### config.mk
export PLATFORM = sky130hd
export DESIGN_NAME = instr_fetch
export DESIGN_NICKNAME = d
export VERILOG_FILES = /design/src/rtl/instr_fetch.sv
export SDC_FILE = /design/constraint.sdc
export NUM_CORES = 1
export LEC_CHECK = 0
export ABC_AREA = 1
export CORE_AREA = 4 4 197 199
export CTS_CLUSTER_SIZE = 12
export DETAILED_ROUTE_END_ITERATION = 6
export DIE_AREA = 0 0 201 203
export PLACE_DENSITY = 0.83
export SYNTH_ARGS = -nofsm -noshare
export SYNTH_HDL_FRONTEND = slang
export SYNTH_SLANG_ARGS = --single-unit
### constraint.sdc
create_clock -name clk -period 9.5 [get_ports clk]
set_clock_uncertainty 0.05 [all_clocks]
set_input_delay 2.85 -clock clk [delete_from_list [all_inputs] [get_ports clk]]
set_output_delay 2.85 -clock clk [all_outputs]
set_load 0.01 [all_outputs]
### src/rtl/instr_fetch.sv
// RV64 fetch front end: one outstanding imem request feeding a DEPTH-entry {pc,instr} prefetch FIFO; FETCH_ALIGN_CHECK_EN traps misaligned redirects.
// Accept N -> rvalid N+1 -> out_valid N+2 (no bypass); out_ready low fills the FIFO (reserved slot included) and then imem_req drops.
module instr_fetch #(
  parameter int            BITS     = 63,
  parameter int            DEPTH    = 4,
  parameter logic [BITS:0] RESET_PC = '0
) (
  input  logic            clk,
  input  logic            reset,
  output logic            imem_req,
  output logic [BITS:0]   imem_addr,
  input  logic            imem_ack,
  input  logic            imem_rvalid,
  input  logic [31:0]     imem_rdata,
  input  logic            redirect,
  input  logic [BITS:0]   redirect_pc,
  output logic            out_valid,
  input  logic            out_ready,
  output logic [31:0]     out_instr,
  output logic [BITS:0]   out_pc,
  output logic            fetch_fault
);
  localparam int          PW      = (DEPTH > 1) ? $clog2(DEPTH) : 1;
  localparam logic [PW:0] DEPTH_C = (PW+1)'(DEPTH);
  localparam logic [31:0] NOP     = 32'h0000_0013;

  logic [BITS:0]   fetch_pc_q, fetch_pc_d;
  logic [BITS:0]   req_pc_q, req_pc_d;
  logic            pending_q, pending_d;
  logic            discard_q, discard_d;
  logic            fault_q, fault_d;
  logic [PW-1:0]   wr_ptr_q, wr_ptr_d;
  logic [PW-1:0]   rd_ptr_q, rd_ptr_d;
  logic [PW:0]     count_q, count_d;
  logic [BITS:0]   pc_mem    [DEPTH];
  logic [31:0]     instr_mem [DEPTH];
  logic            accept, resp, push, pop;
  logic [BITS:0]   redirect_aligned;

  // The in-flight request's slot is already reserved: pending blocks a new
  // request, so count < DEPTH at acceptance guarantees room for the response.
  assign imem_req  = reset && !pending_q && (count_q < DEPTH_C) && !fault_q;
  assign imem_addr = fetch_pc_q;
  assign accept    = imem_req && imem_ack;
  assign resp      = imem_rvalid && pending_q;
  assign push      = resp && !discard_q && !redirect;
  assign pop       = out_valid && out_ready && !redirect;

  assign redirect_aligned = {redirect_pc[BITS:2], 2'b00};

  assign out_valid   = (count_q != '0);
  assign out_instr   = out_valid ? instr_mem[rd_ptr_q] : NOP;
  assign out_pc      = out_valid ? pc_mem[rd_ptr_q] : '0;
  assign fetch_fault = fault_q;

`ifdef FETCH_ALIGN_CHECK_EN
  always_comb begin
    fault_d = fault_q;
    if (redirect) begin
      fault_d = (redirect_pc[1:0] != 2'b00);
    end
  end
`else
  logic unused_redirect_low;
  assign unused_redirect_low = ^redirect_pc[1:0];
  assign fault_d = 1'b0;
`endif

  always_comb begin
    fetch_pc_d = fetch_pc_q;
    req_pc_d   = req_pc_q;
    pending_d  = pending_q;
    discard_d  = discard_q;
    wr_ptr_d   = wr_ptr_q;
    rd_ptr_d   = rd_ptr_q;
    count_d    = count_q;

    if (accept) begin
      pending_d  = 1'b1;
      req_pc_d   = fetch_pc_q;
      fetch_pc_d = fetch_pc_q + (BITS+1)'(4);
    end else if (resp) begin
      pending_d = 1'b0;
      discard_d = 1'b0;
    end

    if (push) begin
      wr_ptr_d = wr_ptr_q + PW'(1);
    end
    if (pop) begin
      rd_ptr_d = rd_ptr_q + PW'(1);
    end
    case ({push, pop})
      2'b10:   count_d = count_q + (PW+1)'(1);
      2'b01:   count_d = count_q - (PW+1)'(1);
      default: count_d = count_q;
    endcase

    // Redirect wins: anything still owed by memory from the old stream is stale.
    if (redirect) begin
      fetch_pc_d = redirect_aligned;
      discard_d  = accept || (pending_q && !imem_rvalid);
      wr_ptr_d   = '0;
      rd_ptr_d   = '0;
      count_d    = '0;
    end
  end

  always_ff @(posedge clk or negedge reset) begin
    if (!reset) begin
      fetch_pc_q <= RESET_PC;
      req_pc_q   <= '0;
      pending_q  <= 1'b0;
      discard_q  <= 1'b0;
      fault_q    <= 1'b0;
      wr_ptr_q   <= '0;
      rd_ptr_q   <= '0;
      count_q    <= '0;
    end else begin
      fetch_pc_q <= fetch_pc_d;
      req_pc_q   <= req_pc_d;
      pending_q  <= pending_d;
      discard_q  <= discard_d;
      fault_q    <= fault_d;
      wr_ptr_q   <= wr_ptr_d;
      rd_ptr_q   <= rd_ptr_d;
      count_q    <= count_d;
    end
  end

  // Storage needs no reset: out_valid masks every slot until it is written.
  always_ff @(posedge clk) begin
    if (push) begin
      pc_mem[wr_ptr_q]    <= req_pc_q;
      instr_mem[wr_ptr_q] <= imem_rdata;
    end
  end

  a_count_bound: assert property (@(posedge clk) disable iff (!reset) count_q <= DEPTH_C);
  a_addr_align:  assert property (@(posedge clk) disable iff (!reset) imem_addr[1:0] == 2'b00);

endmodule

==> impl_metrics.csv, run 1 <==
group,metric,value,unit
run_status,status,"finished, final reports clean",
cts,cts_tree,"built",
final_layout,final_util,71.01,%
final_layout,fin_area,0.02643,mm^2
global_route,antenna_found_initial,0,
final_layout,nets,2511,
power_and_ir_drop,powerDensity,259.0,mW/mm^2
global_route,grt_pass1_wl,93690,um
timing,tightest_slew,1.063,ns
route,drc,0,
timing,hold_viol_final,0,
cts,root_buffer,"clkbuf_16",
route,ant_nets,0,
placed_design,hpwl,38860,um
floorplanning,coreArea,0.03722,mm^2
synth,synth_edf_count,376,
cts,cts.sinks,509,
placed_design,routabilityCongestion,0.9381,
timing,holdWs,0.4642,ns
final_layout,diodes,0,
route,wl_per_cell,20.93,um
timing,setup_tns,0,ns
route,dr.first_iter.drc_count,1439,
placed_design,place_area,0.02493,mm^2
placed_design,io_buffers,257,
timing,drv_slew,0,
timing,period_needed,7.087,ns
setup_path,cp_max_fo,42,
worst_hold_path,hp-class,"reg -> reg",
synth,synth_area_leaders,"edfxtp_1, dfrtp_1, nor2_1, nand2_1, o21ai_0",
power_and_ir_drop,ir_drop,0.0001769,V
synth,yosysUniqueCellTypes,33,
cts,cts.clk_slew.worst_paths,0.06,ns
timing,max_freq,141.1,MHz
cts,clock_latency,0.59,ns
cts,cts_buffers,50,
synth,syn-cell-area,0.02204,mm^2
synth,synthCells,2182,
setup_path,cp.required,6.60,ns
final_layout,drive_above_1_share,5.442,%
synth,ys.flop_type,"edfxtp_1",
cts,clock_path_buffers,3,
cts,cts_resized,0,
global_route,grt-ovfl-total,0,
synth,async_reset_ff_share,26.13,%
global_route,grt_pass1_vias,16890,
timing,rsz0062_at_grt,"no",
setup_path,worstPathArrival,4.19,ns
cts,hold_buffers,0,
floorplanning,start_util,59.22,%
timing,slew_headroom,29.17,%
synth,ys_warn_count,0,
setup_path,crit_path_end_kind,"output port",
synth,synth.yosys.seq_area_share,66.32,%
synth,yosysTopAreaCellShare,51.22,%
setup_path,crit_path_start_kind,"input port",
route,drt_wl_total,61090,um
power_and_ir_drop,p_leak,0.009700,uW
timing,setup_viol,0,
floorplanning,pin_count,265,
floorplanning,dieArea,0.04080,mm^2
synth,synth.avg_cell_area,10.10,um^2
job,drv_cap,0,
power_and_ir_drop,p_total,6845,uW
synth,ys_ff_latch,509,
synth,yosys.area.top_type,"edfxtp_1",
route,viasPerCell,5.795,
route,vias,16910,
global_route,grt_max_degree,114,
global_route,grtUsageTotal,29.42,%
final_layout,area_growth,19.91,%
setup_path,path_class,"in -> out",
route,dr.pass1.iters,5,
floorplanning,die_h,203,um
cts,h-tree-depth,2,
floorplanning,die_x,201,um
timing,min_period_over_period,74.60,%
floorplanning,rows,71,
cts,cts_setup_buffers,0,
routing by layer:
metal,vias to the layer above,part of all wire (%),global-route usage (%)
met5,-,0,0
met4,0,2.4,9.145
met3,108,8.4,4.472
met2,771,49,49.56
met1,8236,40,40.14
li1,7796,-,-
power breakdown:
group          leakage (uW)  switching, uW  internal [uW]
clock              0.000719            806           1030
combinational       0.00391           1130            818
sequential          0.00507            290           2770
stage by stage:
| stage | setup WS, ns | std cells |
|---|---|---|
| floorplan | 1.766 | 2186 |
| global placement | 2.432 | 2825 |
| detailed placement | 2.413 | 2825 |
| CTS | 2.389 | 2918 |
| global route | 2.304 | 2918 |
| finish | 2.413 | 2918 |
synth_stat cells, drive strengths merged, types with 2 or more instances:
cell type  number
nand2         410
buf            52
a21oi          94
ha              5
xor2           22
o21ai         293
o211ai         11
nor2          524
o311ai          3
nand3          65
a31oi           2
nand4          15
mux2            3
dfrtp         133
o221ai          4
o21bai          4
edfxtp        376
clkbuf         55
inv           106
layout by cell type, fill, tap and decap left out, drive strengths merged, types with 5 or more instances in the layout:
| cell type | count |
|---|---|
| a21oi | 94 |
| nor2 | 524 |
| clkdlybuf4s50 | 255 |
| clkinv | 5 |
| nand4 | 15 |
| o211ai | 11 |
| xor2 | 22 |
| inv | 107 |
| conb | 5 |
| clkbuf | 86 |
| nand2 | 410 |
| o21ai | 293 |
| buf | 17 |
| edfxtp | 376 |
| nand3 | 65 |
| ha | 5 |
| dfrtp | 133 |
flip-flops by register name, indices dropped and copies added (netlist names):
name       count
req_pc_q      62
count_q        3
instr_mem    128
rd_ptr_q       2
discard_q      1
pc_mem       248
imem_addr     62
wr_ptr_q       2
pending_q      1
layout make-up:
type	count	area, um^2
Sequential cell	509	14630
Multi-Input combinational cell	1464	6589
Fill cell	2550	10790
Clock buffer	86	1448
Inverter	106	401.6
Clock inverter	7	53.80
Timing Repair Buffer	272	2719
Tap cell	474	593.1
kinds of logic after synthesis:
| logic type | after synthesis | share of synthesized area, % |
|---|---|---|
| XOR/XNOR | 23 | 0.9139 |
| other | 1 | 0.01701 |
| flip-flops | 509 | 66.32 |
| adder cells (fa/ha/maj) | 6 | 0.3746 |
| multiplexers | 3 | 0.1533 |
| AO/OA/AOI/OAI | 412 | 9.667 |
| AND/OR/NAND/NOR | 1015 | 18.54 |
| buffers and inverters | 213 | 4.013 |
final timing paths:
check,startpoint,endpoint,slack [ns],cells after the start
setup / recovery,reset,imem_req,2.41,4
hold / removal,req_pc_q[23]$_DFFE_PN0P_,pc_mem[1][23]$_DFFE_PP_,0.46,0
setup reg to reg,rd_ptr_q[0]$_DFFE_PN0P_,rd_ptr_q[1]$_DFFE_PN0P_,6.59,5
hold reg to reg,req_pc_q[23]$_DFFE_PN0P_,pc_mem[1][23]$_DFFE_PP_,0.46,0
max in group asynchronous,reset,rd_ptr_q[1]$_DFFE_PN0P_,6.11,2
min in group asynchronous,reset,imem_addr[37]$_DFFE_PN0N_,2.14,1
worst max-delay path, cell delays in order:
cell	delay (ns)
buf_6	0.33
nand2_1	0.17
nor2_4	0.20
clkdlybuf4s50_1	0.59
No activity file was read; power rests on OpenSTA's default activity.
==> run 2: changes to the inputs <==
Settings changed: CORE_AREA 4 4 197 199 to 4 4 204 206, DIE_AREA 0 0 201 203 to 0 0 208 210, PLACE_DENSITY 0.83 to 0.78.
Clock period 9.5 ns to 7 ns, I/O delays scaled along.
==> run 2 against run 1 <==
  * Via count decreased by 1.4%
  * Sequential share of layout area fell by 0.22 points
  * First-iteration DRC count shrank 5.4%
  * Final cell count is 2.1% higher
  * Non-clock buffer count rose by 9
  * Critical path depth grew 3
  * Count of clock-buffer cells in the layout rose by 3
  * Global-route usage shrank 3.1 points
  * Combinational power rose by 33%
  * Setup slack got worse by 1.4 ns
  * Worst hold slack gained 0.0021 ns
  * Critical endpoint is now out_instr[4]
  * Largest power group unchanged
==> impl_metrics.csv, run 2 (synthesis gave the netlist of run 1 again) <==
group,metric,value,unit
cts,cts_resized,0,
placed_design,hpwl,38620,um
route,dr.first_iter.drc_count,1362,
cts,clock_path_buffers,3,
floorplanning,die_h,210,um
power_and_ir_drop,switchingPower,2979,uW
setup_path,crit_path_end_kind,"output port",
timing,tightest_slew,1.177,ns
cts,root_buffer,"clkbuf_16",
floorplanning,dieArea,0.04368,mm^2
timing,setup_viol,0,
timing,drv_slew,0,
power_and_ir_drop,power_frac_comb,28.1,%
timing,rsz0062_at_grt,"no",
power_and_ir_drop,p_leak,0.009736,uW
timing,slew_headroom,21.51,%
global_route,grtUsageTotal,26.29,%
final_layout,final_util,66.94,%
power_and_ir_drop,clkPwrFrac,26.6,%
final_layout,drive_above_1_share,5.705,%
job,drv_cap,0,
global_route,grt-ovfl-total,0,
setup_path,cp_max_fo,99,
worst_hold_path,hp-class,"reg -> reg",
timing,setup_tns,0,ns
setup_path,cp.required,4.85,ns
run_status,status,"finished, final reports clean",
final_layout,nets,2520,
final_layout,top_regs,"pc_mem: 248 flops, instr_mem: 128 flops",
final_layout,fin_area,0.02653,mm^2
placed_design,place_area,0.02505,mm^2
global_route,grt_pass1_vias,16200,
power_and_ir_drop,powerDensity,348.4,mW/mm^2
floorplanning,start_util,55.61,%
setup_path,crit_path_start_kind,"flop",
power_and_ir_drop,ir_drop,0.0002013,V
cts,clock_latency,0.59,ns
floorplanning,coreArea,0.03964,mm^2
cts,cts_buffers,50,
cts,cts.sinks,509,
power_and_ir_drop,seqPwrFrac,45.3,%
route,viasPerCell,5.598,
timing,max_freq,167.8,MHz
placed_design,routabilityCongestion,1.002,
cts,cts_tree,"built",
power_and_ir_drop,p_total,9245,uW
route,drc,0,
final_layout,diodes,0,
route,drt_wl_total,58790,um
floorplanning,pin_count,265,
global_route,grt_max_degree,100,
final_layout,final_common_cell,"nor2_1",
cts,hold_buffers,0,
setup_path,worstPathArrival,3.81,ns
timing,hold_viol_final,0,
final_layout,final_cell_mix,"nor2_1, nand2_1, edfxtp_1",
final_layout,largest_register,"pc_mem",
timing,min_period_over_period,85.14,%
route,vias,16680,
placed_design,io_buffers,257,
route,dr.pass1.iters,6,
global_route,antenna_found_initial,0,
power_and_ir_drop,switching_share,32.23,%
cts,cts.clk_slew.worst_paths,0.06,ns
setup_path,path_class,"reg -> out",
global_route,grt_pass1_wl,90380,um
route,ant_nets,0,
cts,h-tree-depth,2,
final_layout,area_growth,20.38,%
final_layout,largest_register_ffs,248,
cts,cts_setup_buffers,0,
timing,period_needed,5.960,ns
floorplanning,rows,73,
power_and_ir_drop,internal_power,6266,uW
route,wl_per_cell,19.73,um
floorplanning,die_x,208,um
## run 2: cell types whose count changed in the layout (fill, tap and decap cells not counted), sizes merged
cell,change
clkbuf,+3
clkinvlp,-1
clkinv,-2
buf,+9
inv,+1
## run 2: area by class of cell
| type | instances | area [um^2] |
|---|---|---|
| Multi-Input combinational cell | 1464 | 6589 |
| Clock inverter | 5 | 47.55 |
| Tap cell | 525 | 656.9 |
| Timing Repair Buffer | 281 | 2774 |
| Inverter | 106 | 401.6 |
| Sequential cell | 509 | 14630 |
| Clock buffer | 89 | 1439 |
| Fill cell | 3027 | 13110 |
## run 2: worst paths after layout
kind                            slack, ns                      from                        end  cells past startpoint
worst max-delay path                 1.04   rd_ptr_q[0]$_DFFE_PN0P_               out_instr[4]                      7
worst min-delay path                 0.47  req_pc_q[39]$_DFFE_PN0P_    pc_mem[0][39]$_DFFE_PP_                      0
worst max register to register       4.08   rd_ptr_q[0]$_DFFE_PN0P_    rd_ptr_q[1]$_DFFE_PN0P_                      5
worst min register to register       0.47  req_pc_q[39]$_DFFE_PN0P_    pc_mem[0][39]$_DFFE_PP_                      0
max in group asynchronous            4.54                     reset   req_pc_q[62]$_DFFE_PN0P_                      2
min in group asynchronous            1.35                     reset  imem_addr[12]$_DFFE_PN0N_                      1
## run 2: metal layers
metal | track usage (%) | routed length (um) | part of all wire, %
met1 | 36.38 | 24630 | 42
met2 | 43.40 | 28150 | 48
met3 | 3.944 | 4265 | 7.3
met4 | 9.037 | 1741 | 3.0
met5 | 0 | 0 | 0
## run 2: per-stage QoR
stage / worst slack (ns) / cells / hold slack (ns)
after CTS: 1.009 / 2979 / 0.4664
after detailed placement: 1.453 / 2885 / 0.4468
after floorplan: 0.01625 / 2186 / 0.4209
after global placement: 1.472 / 2885 / 0.4355
final: 1.040 / 2979 / 0.4663
after global routing: 0.7650 / 2979 / 0.4763
## run 2: worst max-delay path, cell delays in order, from the launching register on
cell             delay [ns]
dfrtp_4                1.16
inv_4                  0.60
buf_12                 0.41
nor2_1                 0.11
nor2_1                 0.04
o21ai_0                0.09
o311ai_0               0.18
clkdlybuf4s50_1        0.54
## run 2: power by group through the flow
stage / logic, uW / registers, uW / clock network (uW)
4_1_cts: 2620 / 4180 / 2500
2_1_floorplan: 1340 / 4060 / 0
6_report: 2600 / 4190 / 2460
3_3_place_gp: 2550 / 4200 / 0
5_1_grt: 2840 / 4240 / 2620
3_5_place_dp: 2610 / 4230 / 0
==> run 3: changes to the inputs <==
Settings changed: CTS_CLUSTER_SIZE 12 to not set.
Clock period 7 ns to 6.4 ns, I/O delays scaled along.
==> run 3 against run 2 <==
  * Wire length is 0.72% higher
  * Sequential share of layout area down 0.26 points
  * Final area grew 0.48%
  * Count of clock-buffer cells in the layout fell by 25
  * Core utilization rose by 0.32 points
  * Final cell count shrank 0.10%
  * Die area unchanged
  * Via count about the same
  * Flip-flop and latch count is the same
  * Critical endpoint is now out_pc[41]
  * Worst hold slack about the same
  * Non-clock buffer count rose by 4
  * Sequential power is 8.8% higher
==> impl_metrics.csv, run 3 (synthesis gave the netlist of run 1 again) <==
group,metric,value,unit
placed_design,io_buffers,257,
route,drc,0,
final_layout,largest_register_ffs,248,
timing,period_needed,5.608,ns
route,ant_nets,0,
final_layout,final_common_cell,"nor2_1",
setup_path,cp_num_buf_inv,2,
global_route,grt-ovfl-total,0,
cts,cts_resized,0,
job,drv_cap,0,
final_layout,drive_above_1_share,6.446,%
floorplanning,dieArea,0.04368,mm^2
power_and_ir_drop,ir_drop,0.0002205,V
timing,drv_slew,0,
placed_design,place_inst,2889,
timing,min_period_over_period,87.62,%
final_layout,largest_register,"pc_mem",
run_status,status,"finished, final reports clean",
cts,root_buffer,"clkbuf_16",
worst_hold_path,hp-class,"reg -> reg",
cts,cts_setup_buffers,0,
setup_path,crit_chain,"buf_4, nor2_1, nor2_1, o21ai_0, a21oi_1, clkdlybuf4s50_1",
final_layout,diodes,0,
route,viasPerCell,5.607,
final_layout,top_regs,"pc_mem: 248 flops, instr_mem: 128 flops",
cts,cts.sinks,509,
setup_path,crit_path_start_kind,"flop",
cts,cts_buffers,48,
cts,clock_path_buffers,3,
final_layout,layout.cells.non_filler,2976,
final_layout,final_util,67.26,%
global_route,grt_pass1_vias,16140,
setup_path,crit_path_end_kind,"output port",
global_route,grtUsageTotal,26.43,%
placed_design,hpwl,38860,um
timing,slew_headroom,27.18,%
global_route,antenna_found_initial,0,
route,dr.first_iter.drc_count,1391,
global_route,grt_pass1_wl,90800,um
cts,cts.clk_slew.worst_paths,0.07,ns
floorplanning,pin_count,265,
cts,h-tree-depth,2,
route,vias,16690,
power_and_ir_drop,p_leak,0.009822,uW
route,wl_per_cell,19.90,um
cts,hold_buffers,0,
power_and_ir_drop,p_total,10330,uW
timing,setup_viol,0,
setup_path,slowest_delay,0.98,ns
cts,clock_latency,0.58,ns
floorplanning,die_h,210,um
timing,setup_tns,0,ns
setup_path,path_common_cell,"nor2_1",
timing,hold_viol_final,0,
cts,cts_tree,"built",
floorplanning,rows,73,
setup_path,cp_top_family,"buffers and inverters",
floorplanning,die_x,208,um
setup_path,path_class,"reg -> out",
setup_path,cp_max_fo,74,
global_route,grt_max_degree,109,
placed_design,routabilityCongestion,0.9955,
route,dr.pass1.iters,5,
final_layout,area_growth,20.96,%
final_layout,nets,2522,
final_layout,final_cell_mix,"nor2_1, nand2_1, edfxtp_1",
timing,holdWs,0.4659,ns
setup_path,cp.required,4.43,ns
setup_path,worstPathArrival,3.64,ns
timing,tightest_slew,1.092,ns
floorplanning,coreArea,0.03964,mm^2
timing,max_freq,178.3,MHz
power_and_ir_drop,powerDensity,387.6,mW/mm^2
timing,rsz0062_at_grt,"no",
route,drt_wl_total,59210,um
floorplanning,start_util,55.61,%
setup_path,slowest_stage,"dfrtp_4",
run 3: through the flow:
stage,setup WS [ns],cell area (um^2)
after floorplan,-0.4038,22060
after global placement,1.424,25070
after detailed placement,1.369,25070
after CTS,0.7382,26660
after global routing,0.6032,26660
final,0.7922,26660
run 3: cell type report:
class	count	area [um^2]
Sequential cell	509	14630
Fill cell	2940	12980
Multi-Input combinational cell	1464	6589
Timing Repair Buffer	285	2791
Clock buffer	64	1313
Tap cell	525	656.9
Inverter	106	401.6
Clock inverter	23	284.0
run 3: report_power, final:
part / internal, uW / switching, uW
clock: 1690 / 1190
sequential: 4100 / 454
combinational: 1240 / 1660
run 3: per-layer routing:
metal	part of all wire [%]	track usage [%]	up-vias
met1	41	37.05	8042
li1	-	-	7808
met2	47	43.02	736
met5	0	0	-
met4	2.7	7.814	0
met3	8.7	4.911	101
run 3: worst paths after layout:
path,from,end,slack [ns],cells past startpoint
worst max-delay path,rd_ptr_q[0]$_DFFE_PN0P_,out_pc[41],0.79,6
worst min-delay path,req_pc_q[40]$_DFFE_PN0P_,pc_mem[2][40]$_DFFE_PP_,0.47,0
worst max register to register,pending_q$_DFFE_PN0P_,pc_mem[0][52]$_DFFE_PP_,3.91,5
worst min register to register,req_pc_q[40]$_DFFE_PN0P_,pc_mem[2][40]$_DFFE_PP_,0.47,0
max in group asynchronous,reset,rd_ptr_q[0]$_DFFE_PN0P_,3.33,3
min in group asynchronous,reset,imem_addr[3]$_DFFE_PN0N_,1.49,2
